## src/rtl/lcd_power_seq.sv

```systemverilog
// rtl/lcd_power_seq.sv - LCD power/timing/backlight sequencer with debounced pattern select
module lcd_power_seq #(
  parameter int T_PWR_ON        = 16,
  parameter int BL_DELAY_FRAMES = 2,
  parameter int BL_OFF_FRAMES   = 1,
  parameter int T_PWR_OFF       = 8,
  parameter int DEBOUNCE        = 4,
  parameter int N_PATTERNS      = 4
) (
  input  logic       PixelClk,
  input  logic       nRST,
  input  logic       en_req,
  input  logic       btn_n,
  input  logic       vsync_n,
  input  logic [7:0] bl_level,
  output logic       panel_pwr,
  output logic       tg_en,
  output logic       bl_pwm,
  output logic [1:0] pattern_sel,
  output logic       ready,
  output logic [2:0] state
);

  typedef enum logic [2:0] {
    S_OFF      = 3'd0,
    S_PWR_UP   = 3'd1,
    S_TG_UP    = 3'd2,
    S_ON       = 3'd3,
    S_BL_DOWN  = 3'd4,
    S_TG_DOWN  = 3'd5,
    S_PWR_DOWN = 3'd6
  } state_t;

  localparam int T_MAX = (T_PWR_ON > T_PWR_OFF) ? T_PWR_ON : T_PWR_OFF;
  localparam int CW    = (T_MAX > 2) ? $clog2(T_MAX) : 1;
  localparam int F_MAX = (BL_DELAY_FRAMES > BL_OFF_FRAMES) ? BL_DELAY_FRAMES : BL_OFF_FRAMES;
  localparam int FW    = $clog2(F_MAX + 1);
  localparam int DW    = (DEBOUNCE > 2) ? $clog2(DEBOUNCE) : 1;

  localparam logic [CW-1:0] PWR_ON_LAST   = CW'(T_PWR_ON - 1);
  localparam logic [CW-1:0] PWR_OFF_LAST  = CW'(T_PWR_OFF - 1);
  localparam logic [FW-1:0] BL_DELAY_LAST = FW'(BL_DELAY_FRAMES - 1);
  localparam logic [FW-1:0] BL_OFF_LAST   = FW'(BL_OFF_FRAMES - 1);
  localparam logic [DW-1:0] DB_LAST       = DW'(DEBOUNCE - 1);
  localparam logic [1:0]    PAT_LAST      = 2'(N_PATTERNS - 1);

  state_t          state_q;
  state_t          state_next;
  logic [CW-1:0]   cyc_cnt;
  logic [FW-1:0]   frm_cnt;
  logic            vsync_prev;
  logic            fs;
  logic            btn_s1;
  logic            btn_s2;
  logic            btn_db;
  logic [DW-1:0]   db_cnt;
  logic            press;
  logic            pend;
  logic            adv;
  logic [7:0]      pwm_cnt;
  logic            bl_pwm_q;

  assign state = state_q;
  assign fs    = vsync_prev & ~vsync_n;

  always_ff @(posedge PixelClk or negedge nRST) begin
    if (!nRST) begin
      state_q <= S_OFF;
    end else begin
      state_q <= state_next;
    end
  end

  always_comb begin
    state_next = state_q;
    case (state_q)
      S_OFF:      if (en_req) state_next = S_PWR_UP;
      S_PWR_UP:   if (!en_req) state_next = S_OFF;
                  else if (cyc_cnt == PWR_ON_LAST) state_next = S_TG_UP;
      S_TG_UP:    if (!en_req) state_next = S_TG_DOWN;
                  else if (fs && frm_cnt == BL_DELAY_LAST) state_next = S_ON;
      S_ON:       if (!en_req) state_next = S_BL_DOWN;
      S_BL_DOWN:  if (fs && frm_cnt == BL_OFF_LAST) state_next = S_TG_DOWN;
      S_TG_DOWN:  if (fs) state_next = S_PWR_DOWN;
      S_PWR_DOWN: if (cyc_cnt == PWR_OFF_LAST) state_next = S_OFF;
      default:    state_next = S_OFF;
    endcase
  end

  // bl_pwm is gated by the live state so it drops the cycle the sequencer leaves ON
  always_comb begin
    panel_pwr = 1'b0;
    tg_en     = 1'b0;
    ready     = 1'b0;
    bl_pwm    = 1'b0;
    case (state_q)
      S_PWR_UP, S_PWR_DOWN: panel_pwr = 1'b1;
      S_TG_UP, S_BL_DOWN, S_TG_DOWN: begin
        panel_pwr = 1'b1;
        tg_en     = 1'b1;
      end
      S_ON: begin
        panel_pwr = 1'b1;
        tg_en     = 1'b1;
        ready     = 1'b1;
        bl_pwm    = bl_pwm_q;
      end
      default: ;
    endcase
  end

  // Both counters restart on every state change so each state times from zero
  always_ff @(posedge PixelClk or negedge nRST) begin
    if (!nRST) begin
      cyc_cnt <= '0;
      frm_cnt <= '0;
    end else if (state_next != state_q) begin
      cyc_cnt <= '0;
      frm_cnt <= '0;
    end else begin
      if (state_q == S_PWR_UP || state_q == S_PWR_DOWN)
        cyc_cnt <= cyc_cnt + CW'(1);
      if (fs && (state_q == S_TG_UP || state_q == S_BL_DOWN))
        frm_cnt <= frm_cnt + FW'(1);
    end
  end

  always_ff @(posedge PixelClk or negedge nRST) begin
    if (!nRST) begin
      vsync_prev <= 1'b1;
      pwm_cnt    <= '0;
      bl_pwm_q   <= 1'b0;
    end else begin
      vsync_prev <= vsync_n;
      pwm_cnt    <= pwm_cnt + 8'd1;
      bl_pwm_q   <= (state_q == S_ON) && (pwm_cnt < bl_level);
    end
  end

  assign press = btn_db & ~btn_s2 & (db_cnt == DB_LAST);
  assign adv   = (state_q == S_ON) & fs & pend;

  always_ff @(posedge PixelClk or negedge nRST) begin
    if (!nRST) begin
      btn_s1 <= 1'b1;
      btn_s2 <= 1'b1;
      btn_db <= 1'b1;
      db_cnt <= '0;
    end else begin
      btn_s1 <= btn_n;
      btn_s2 <= btn_s1;
      if (btn_s2 == btn_db) begin
        db_cnt <= '0;
      end else if (db_cnt == DB_LAST) begin
        btn_db <= btn_s2;
        db_cnt <= '0;
      end else begin
        db_cnt <= db_cnt + DW'(1);
      end
    end
  end

  // A press landing on the same cycle as an advance re-arms pend for the next frame
  always_ff @(posedge PixelClk or negedge nRST) begin
    if (!nRST) begin
      pend        <= 1'b0;
      pattern_sel <= '0;
    end else begin
      if (adv)
        pattern_sel <= (pattern_sel == PAT_LAST) ? 2'd0 : pattern_sel + 2'd1;
      if (press)
        pend <= 1'b1;
      else if (adv)
        pend <= 1'b0;
    end
  end

endmodule

```

## config.mk

```make
export PLATFORM = sky130hd
export DESIGN_NAME = lcd_power_seq
export DESIGN_NICKNAME = d
export VERILOG_FILES = /design/src/rtl/lcd_power_seq.sv
export SDC_FILE = /design/constraint.sdc
export NUM_CORES = 1
export LEC_CHECK = 0
export BUFFER_PORTS_ARGS = -buffer_cell sky130_fd_sc_hd__buf_2
export CAP_MARGIN = 10
export CORE_MARGIN = 2
export CORE_UTILIZATION = 45
export CTS_BUF_LIST = sky130_fd_sc_hd__clkbuf_8
export CTS_CLUSTER_SIZE = 30
export DETAILED_ROUTE_END_ITERATION = 6
export PLACE_DENSITY = 0.68
export SLEW_MARGIN = 5
export SYNTH_ARGS = -nofsm -noshare
export SYNTH_HDL_FRONTEND = slang
export SYNTH_SLANG_ARGS = --single-unit
```

## constraint.sdc

```tcl
create_clock -name PixelClk -period 1.43 [get_ports PixelClk]
set_input_delay 0.143 -clock PixelClk [delete_from_list [all_inputs] [get_ports PixelClk]]
set_output_delay 0.143 -clock PixelClk [all_outputs]
set_load 0.005 [all_outputs]
```

======== Word level (Yosys, flattened, before mapping) ========
Cells that the tools add are included.
operators by class
  add/subtract/negate cells ............... 5
  $mul .................................... 0
  divide/modulo/power cells ............... 0
  magnitude comparators ................... 1
  eq/ne operators ......................... 13
  shift-type cells ........................ 0
  mux-type cells .......................... 23
  bitwise gates (word level) .............. 8
  reductions and logical operators ........ 14
operators with widths
  kind                                                                    count
  3-bit 2-to-1 mux                                                        9
  3-bit one-hot mux with 7 select lines                                   1
  2-bit 2-to-1 mux                                                        5
  3-bit equality test (second input constant)                             3
  8-bit by 1-bit adder with 8-bit output (second input constant)          1
  8-bit < comparator                                                      1
  4-bit 2-to-1 mux                                                        2
  2-bit by 1-bit adder with 2-bit output (second input constant)          3
  3-bit by 2-bit equality test with 1-bit output (second input constant)  2
  1-bit 2-to-1 mux                                                        6
  2-bit nonzero test                                                      3
  6-bit OR reduction                                                      1
  1-bit bitwise AND                                                       5
  4-bit by 1-bit adder with 4-bit output (second input constant)          1
  2-bit equality test (second input constant)                             2
  4-bit by 3-bit equality test with 1-bit output (second input constant)  1
  4-bit equality test (second input constant)                             1
  1-bit logical AND                                                       4
  4-bit OR reduction                                                      1
  3-bit by 1-bit equality test with 1-bit output (second input constant)  1
  3-bit zero test                                                         1
  3-bit inequality test                                                   1
  1-bit NOT                                                               3
  2-bit by 1-bit equality test with 1-bit output (second input constant)  1
  4 further kinds                                                         5
storage, ports and cells
  flip-flop bits (word level) ............. 27
  bits in latches ......................... 0
  memory bits (writable) .................. 0
  ROM bits ................................ 0
  output and inout bits ................... 9
  memories ................................ 0

======== Logic depth before layout (Yosys ltp) ========
  depth in word-level cells ............... 8
  mapped depth ............................ 6

======== Worst setup path before layout ========
OpenSTA, ideal clock, no wires.
  path kind ............................... reg-to-reg
  start point ............................. register state_q[0], in the netlist state[0]
  end point ............................... register cyc_cnt[0]
  setup time .............................. 0.086 ns
  arrival time ............................ 1.350 ns
  required time ........................... 1.344 ns
  setup slack ............................. -0.007 ns
  cell stages (with the launch flop) ...... 6
  buffers on the path ..................... 1
  clock period less this slack ............ 1.437 ns
  cell sequence ........................... dfrtp_1 -> buf_2 -> and3b_1 -> o21ai_1 -> a32o_1 -> nor3_1
on the way
  longest elaborated chain between the ends .. 5
  elaborated cells on any way between the ends .. 21
  classes of those cells .................. eq/ne (7); mux (11); reduce/logical (3)
RTL lines
  element                                                        line    RTL
  start, declared                                                47      state_t state_q;
  start signal, assigned                                         70      state_q <= state_next;
  3-bit 2-to-1 mux, on equally long branches                     81, 79
  3-bit 2-to-1 mux, on equally long branches                     80, 78
  3-bit one-hot mux with 7 select lines                          76      case (state_q)
  3-bit inequality test                                          117     end else if (state_next != state_q) begin
  4-bit 2-to-1 mux / 2-bit nonzero test (equally long branches)  --
  end signal, assigned                                           122     cyc_cnt <= cyc_cnt + CW'(1);
  end, declared                                                  49      logic [CW-1:0] cyc_cnt;
Parallel ways exist; a longest one is shown, timed or not.
A chain may end at the register's enable or synchronous reset.

======== Final worst setup path ========
  start point ............................. register frm_cnt[1]
  end point ............................... register cyc_cnt[3]
on the way
  longest elaborated chain between the ends .. 7
  elaborated cells on any way between the ends .. 11
  classes of those cells .................. eq/ne (2); mux (5); reduce/logical (4)
RTL lines
  element                                                        line  RTL
  start, declared                                                50    logic [FW-1:0] frm_cnt;
  start signal, assigned                                         124   frm_cnt <= frm_cnt + FW'(1);
  2-bit by 1-bit equality test with 1-bit output                 81    else if (fs && frm_cnt == BL_DELAY_LAST) state_next = S_ON;
  1-bit logical AND                                              81
  3-bit 2-to-1 mux                                               81
  3-bit 2-to-1 mux                                               80    S_TG_UP: if (!en_req) state_next = S_TG_DOWN;
  3-bit one-hot mux with 7 select lines (*)                      76
  3-bit inequality test (*)                                      117
  4-bit 2-to-1 mux / 2-bit nonzero test (equally long branches)  --
Mark *: on every way between the ends. The rest lies on a longest branch, timed or not.

==> results.cfg <==
[timing]
grt_setup_unrepaired = yes
finalHoldViolations = 0
hold-worst-slack_ps = 176
relSlewSlack_pct = 59.1
setup_slack_ps = -26.9
worst_pin_slew_ps = 613
min_period_over_period_pct = 102
finalCriticalPeriod_ps = 1460
drv_slew = 0
setup_viol = 7
finalClockSkew_ps = 2.00
max_freq_mhz = 686

[clock_tree]
cts.sinks = 27
cts-root-buf = clkbuf_8
cts_buffer_depth = 2
cts_tree = done
cts_buffers = 3
clk_latency_ps = 260
clkTransAtPathRegs_ps = 90
cts.htree.levels = 1

[global_routing]
grt_pass1_wl_um = 4890
grt_max_degree = 28
grt_overflow = 0
grt_pass1_vias = 1134
grt_use_total_pct = 17.8
antenna_found_initial = 0

[synthesis]
synth_top_area_share_pct = 39.2
synthMuxAreaShare_pct = 2.90
synth.area.top_cells = dfrtp_1 (39%), ha_1 (12%), dfstp_2 (7.2%)
ys_seq_area_share_pct = 46.4
syn_nets = 164
ys_types = 42
avgSynthCellArea_um2 = 10.7
synth_top_family_by_area = simple AND/OR/NAND/NOR gates
yosysMostFrequentCell = dfrtp_1
synth_edf_count = 0
yosysWarnings = 0
ys_top_cells_by_count = dfrtp_1 (23), ha_1 (14), inv_1 (13), nor3_1 (8), nor2_1 (7)
synth_fa_ha_area_share_pct = 11.9
yosys.area_share.simple_pct = 17.7
yosys.area.top_type = dfrtp_1
async_reset_ff_share_pct = 100
synth_compound_area_share_pct = 10.8
netlist_area_mm2 = 0.00147
syn_inst = 137
ys_ff_latch = 27
synth-xor-area-share_pct = 5.97
synthFlopType = dfrtp_1

[routing]
post-route-drc-count = 0
ant_nets = 0
vias = 1157
drt-initial-drc-count = 20
dr.pass1.iters = 4
routed_via_density = 5.14
wl_per_cell_um = 13.3
wirelength_um = 2990

[setup_path]
cp-end-kind = flop
slowest_stage = dfrtp_1
crit_path_max_incr_delay_ps = 400
critPathCapture = cyc_cnt[3]
r2r-end = cyc_cnt[3]
crit_family = compound AO/OA/AOI/OAI gates
crit_cells = 7
rrSetupSlack_ps = -30
rr_worst_depth = 7
worstPathRequired_ps = 1590
worstSetupPathType = flop to flop
crit_start = frm_cnt[1]
startpoint_type = flop
r2r_start = frm_cnt[1]
critPathMaxFanout = 6
arrival_ps = 1610
worst-path-buf-inv = 2
path_cells = inv_2, ha_2, nand3b_1, a31o_2, a22oi_2, buf_6, nor3_2

[outcome]
violations = setup timing
status = finished with violations

[floorplan]
core_region_area_mm2 = 0.00308
ioPinCount = 22
dieArea_mm2 = 0.00373
start_util_pct = 47.6
die_w_um = 61.1
num_rows = 20
dieHeight_um = 61.1

[layout]
fill_cells = 253
num-nets-final = 209
area_delta_synth_final_pct = 34.4
drive_gt1_share_pct = 42.5
n_antenna_cell = 0

[power]
totalPowerFinal_w = 0.00276
p_leak_nw = 0.980
vdd_ir_drop_max_uv = 607
powerDensity_mw_per_mm2 = 1400

[placed_design]
routabilityCongestion = 0.772
post-place-ws_ps = -36.2
port_buffers = 21
dpl.hpwl_um = 2110

[worst_hold_path]
min_from = en_req
whs_path_depth = 2
hp-class = primary input to flop

[job]
cap_violations = 0
## timing repair
item / CTS / global route
hold buffers: 3 / 0
buffers inserted: 6 / 3
setup endpoints to repair: 10 / 9
hold endpoints to repair: 25 / 0
pin swaps: 8 / 7
resized for setup: 25 / 12
## stage by stage
step	std cells	TNS (ps)	utilization [%]	area (µm²)
final	225	-180	64.0	1970
after global routing	225	-688	64.0	1970
after CTS	222	-82.6	61.6	1900
after detailed placement	209	-157	54.7	1680
after global placement	209	-16.6	54.7	1680
after floorplan	137	0	-	1470
## state kept, by name (all words and copies together), names as in the netlist
signal and cells:
frm_cnt 2, state 3, cyc_cnt 4, btn_db 1
pattern_sel 2, pwm_cnt 8, btn_s1 1, db_cnt 2
vsync_prev 1, btn_s2 1, bl_pwm_q 1, pend 1
## report_power, final
group	switching, W	total, W	internal [W]
Sequential	0.0000948	0.000999	0.000904
Combinational	0.000645	0.00135	0.000702
Clock	0.000220	0.000412	0.000192
## area by class of cell
cell class,instances,area (µm²),share of cell area (%)
Clock buffer,3,41.3,2.10
Clock inverter,1,3.75,0.190
Inverter,13,51.3,2.60
Multi-Input combinational cell,95,833,42.3
Sequential cell,27,683,34.7
Tap cell,44,55.1,2.79
Timing Repair Buffer,42,303,15.4
## worst min-delay path by stage
stage	endpoint	slack, ps
CTS	state[2]	160
floorplan	bl_pwm_q	-150
detailed placement	state[1]	190
finish	state[2]	180
global route	state[2]	170
global placement	pattern_sel[0]	180
## per-layer routing
metal,share of wire (%),global-route usage (%),up-vias
met5,0,0,-
met4,0.64,5.28,0
met3,2.9,4.62,2
met2,50,31.0,20
met1,46,21.6,562
li1,-,-,573
## cell families (layout without fill, tap and decap cells)
family                   Yosys count  count (layout)
buffers and inverters             15              59
AND/OR/NAND/NOR                   46              46
adder cells (fa/ha/maj)           14              14
AO/OA/AOI/OAI                     21              21
XOR/XNOR                          10              10
flip-flops                        27              27
multiplexers                       4               4
## cells in the final DEF, fill, tap and decap left out, types with 3 or more instances in the layout
| cell | synthesis | routed |
|---|---|---|
| nand2_1 | 5 | 5 |
| nor3_2 | 0 | 7 |
| buf_4 | 1 | 11 |
| clkbuf_8 | 0 | 3 |
| ha_1 | 14 | 12 |
| nand2b_4 | 0 | 3 |
| buf_2 | 1 | 20 |
| xnor2_1 | 5 | 5 |
| o21ai_0 | 3 | 3 |
| dlygate4sd3_1 | 0 | 3 |
| inv_1 | 13 | 12 |
| nor2_1 | 7 | 6 |
| buf_6 | 0 | 8 |
| nand4_1 | 3 | 3 |
| nand3_1 | 5 | 5 |
| dfrtp_1 | 23 | 21 |
| dfstp_2 | 4 | 4 |
| xor2_1 | 5 | 5 |
Note: power is estimated with default switching activity, not from simulation.
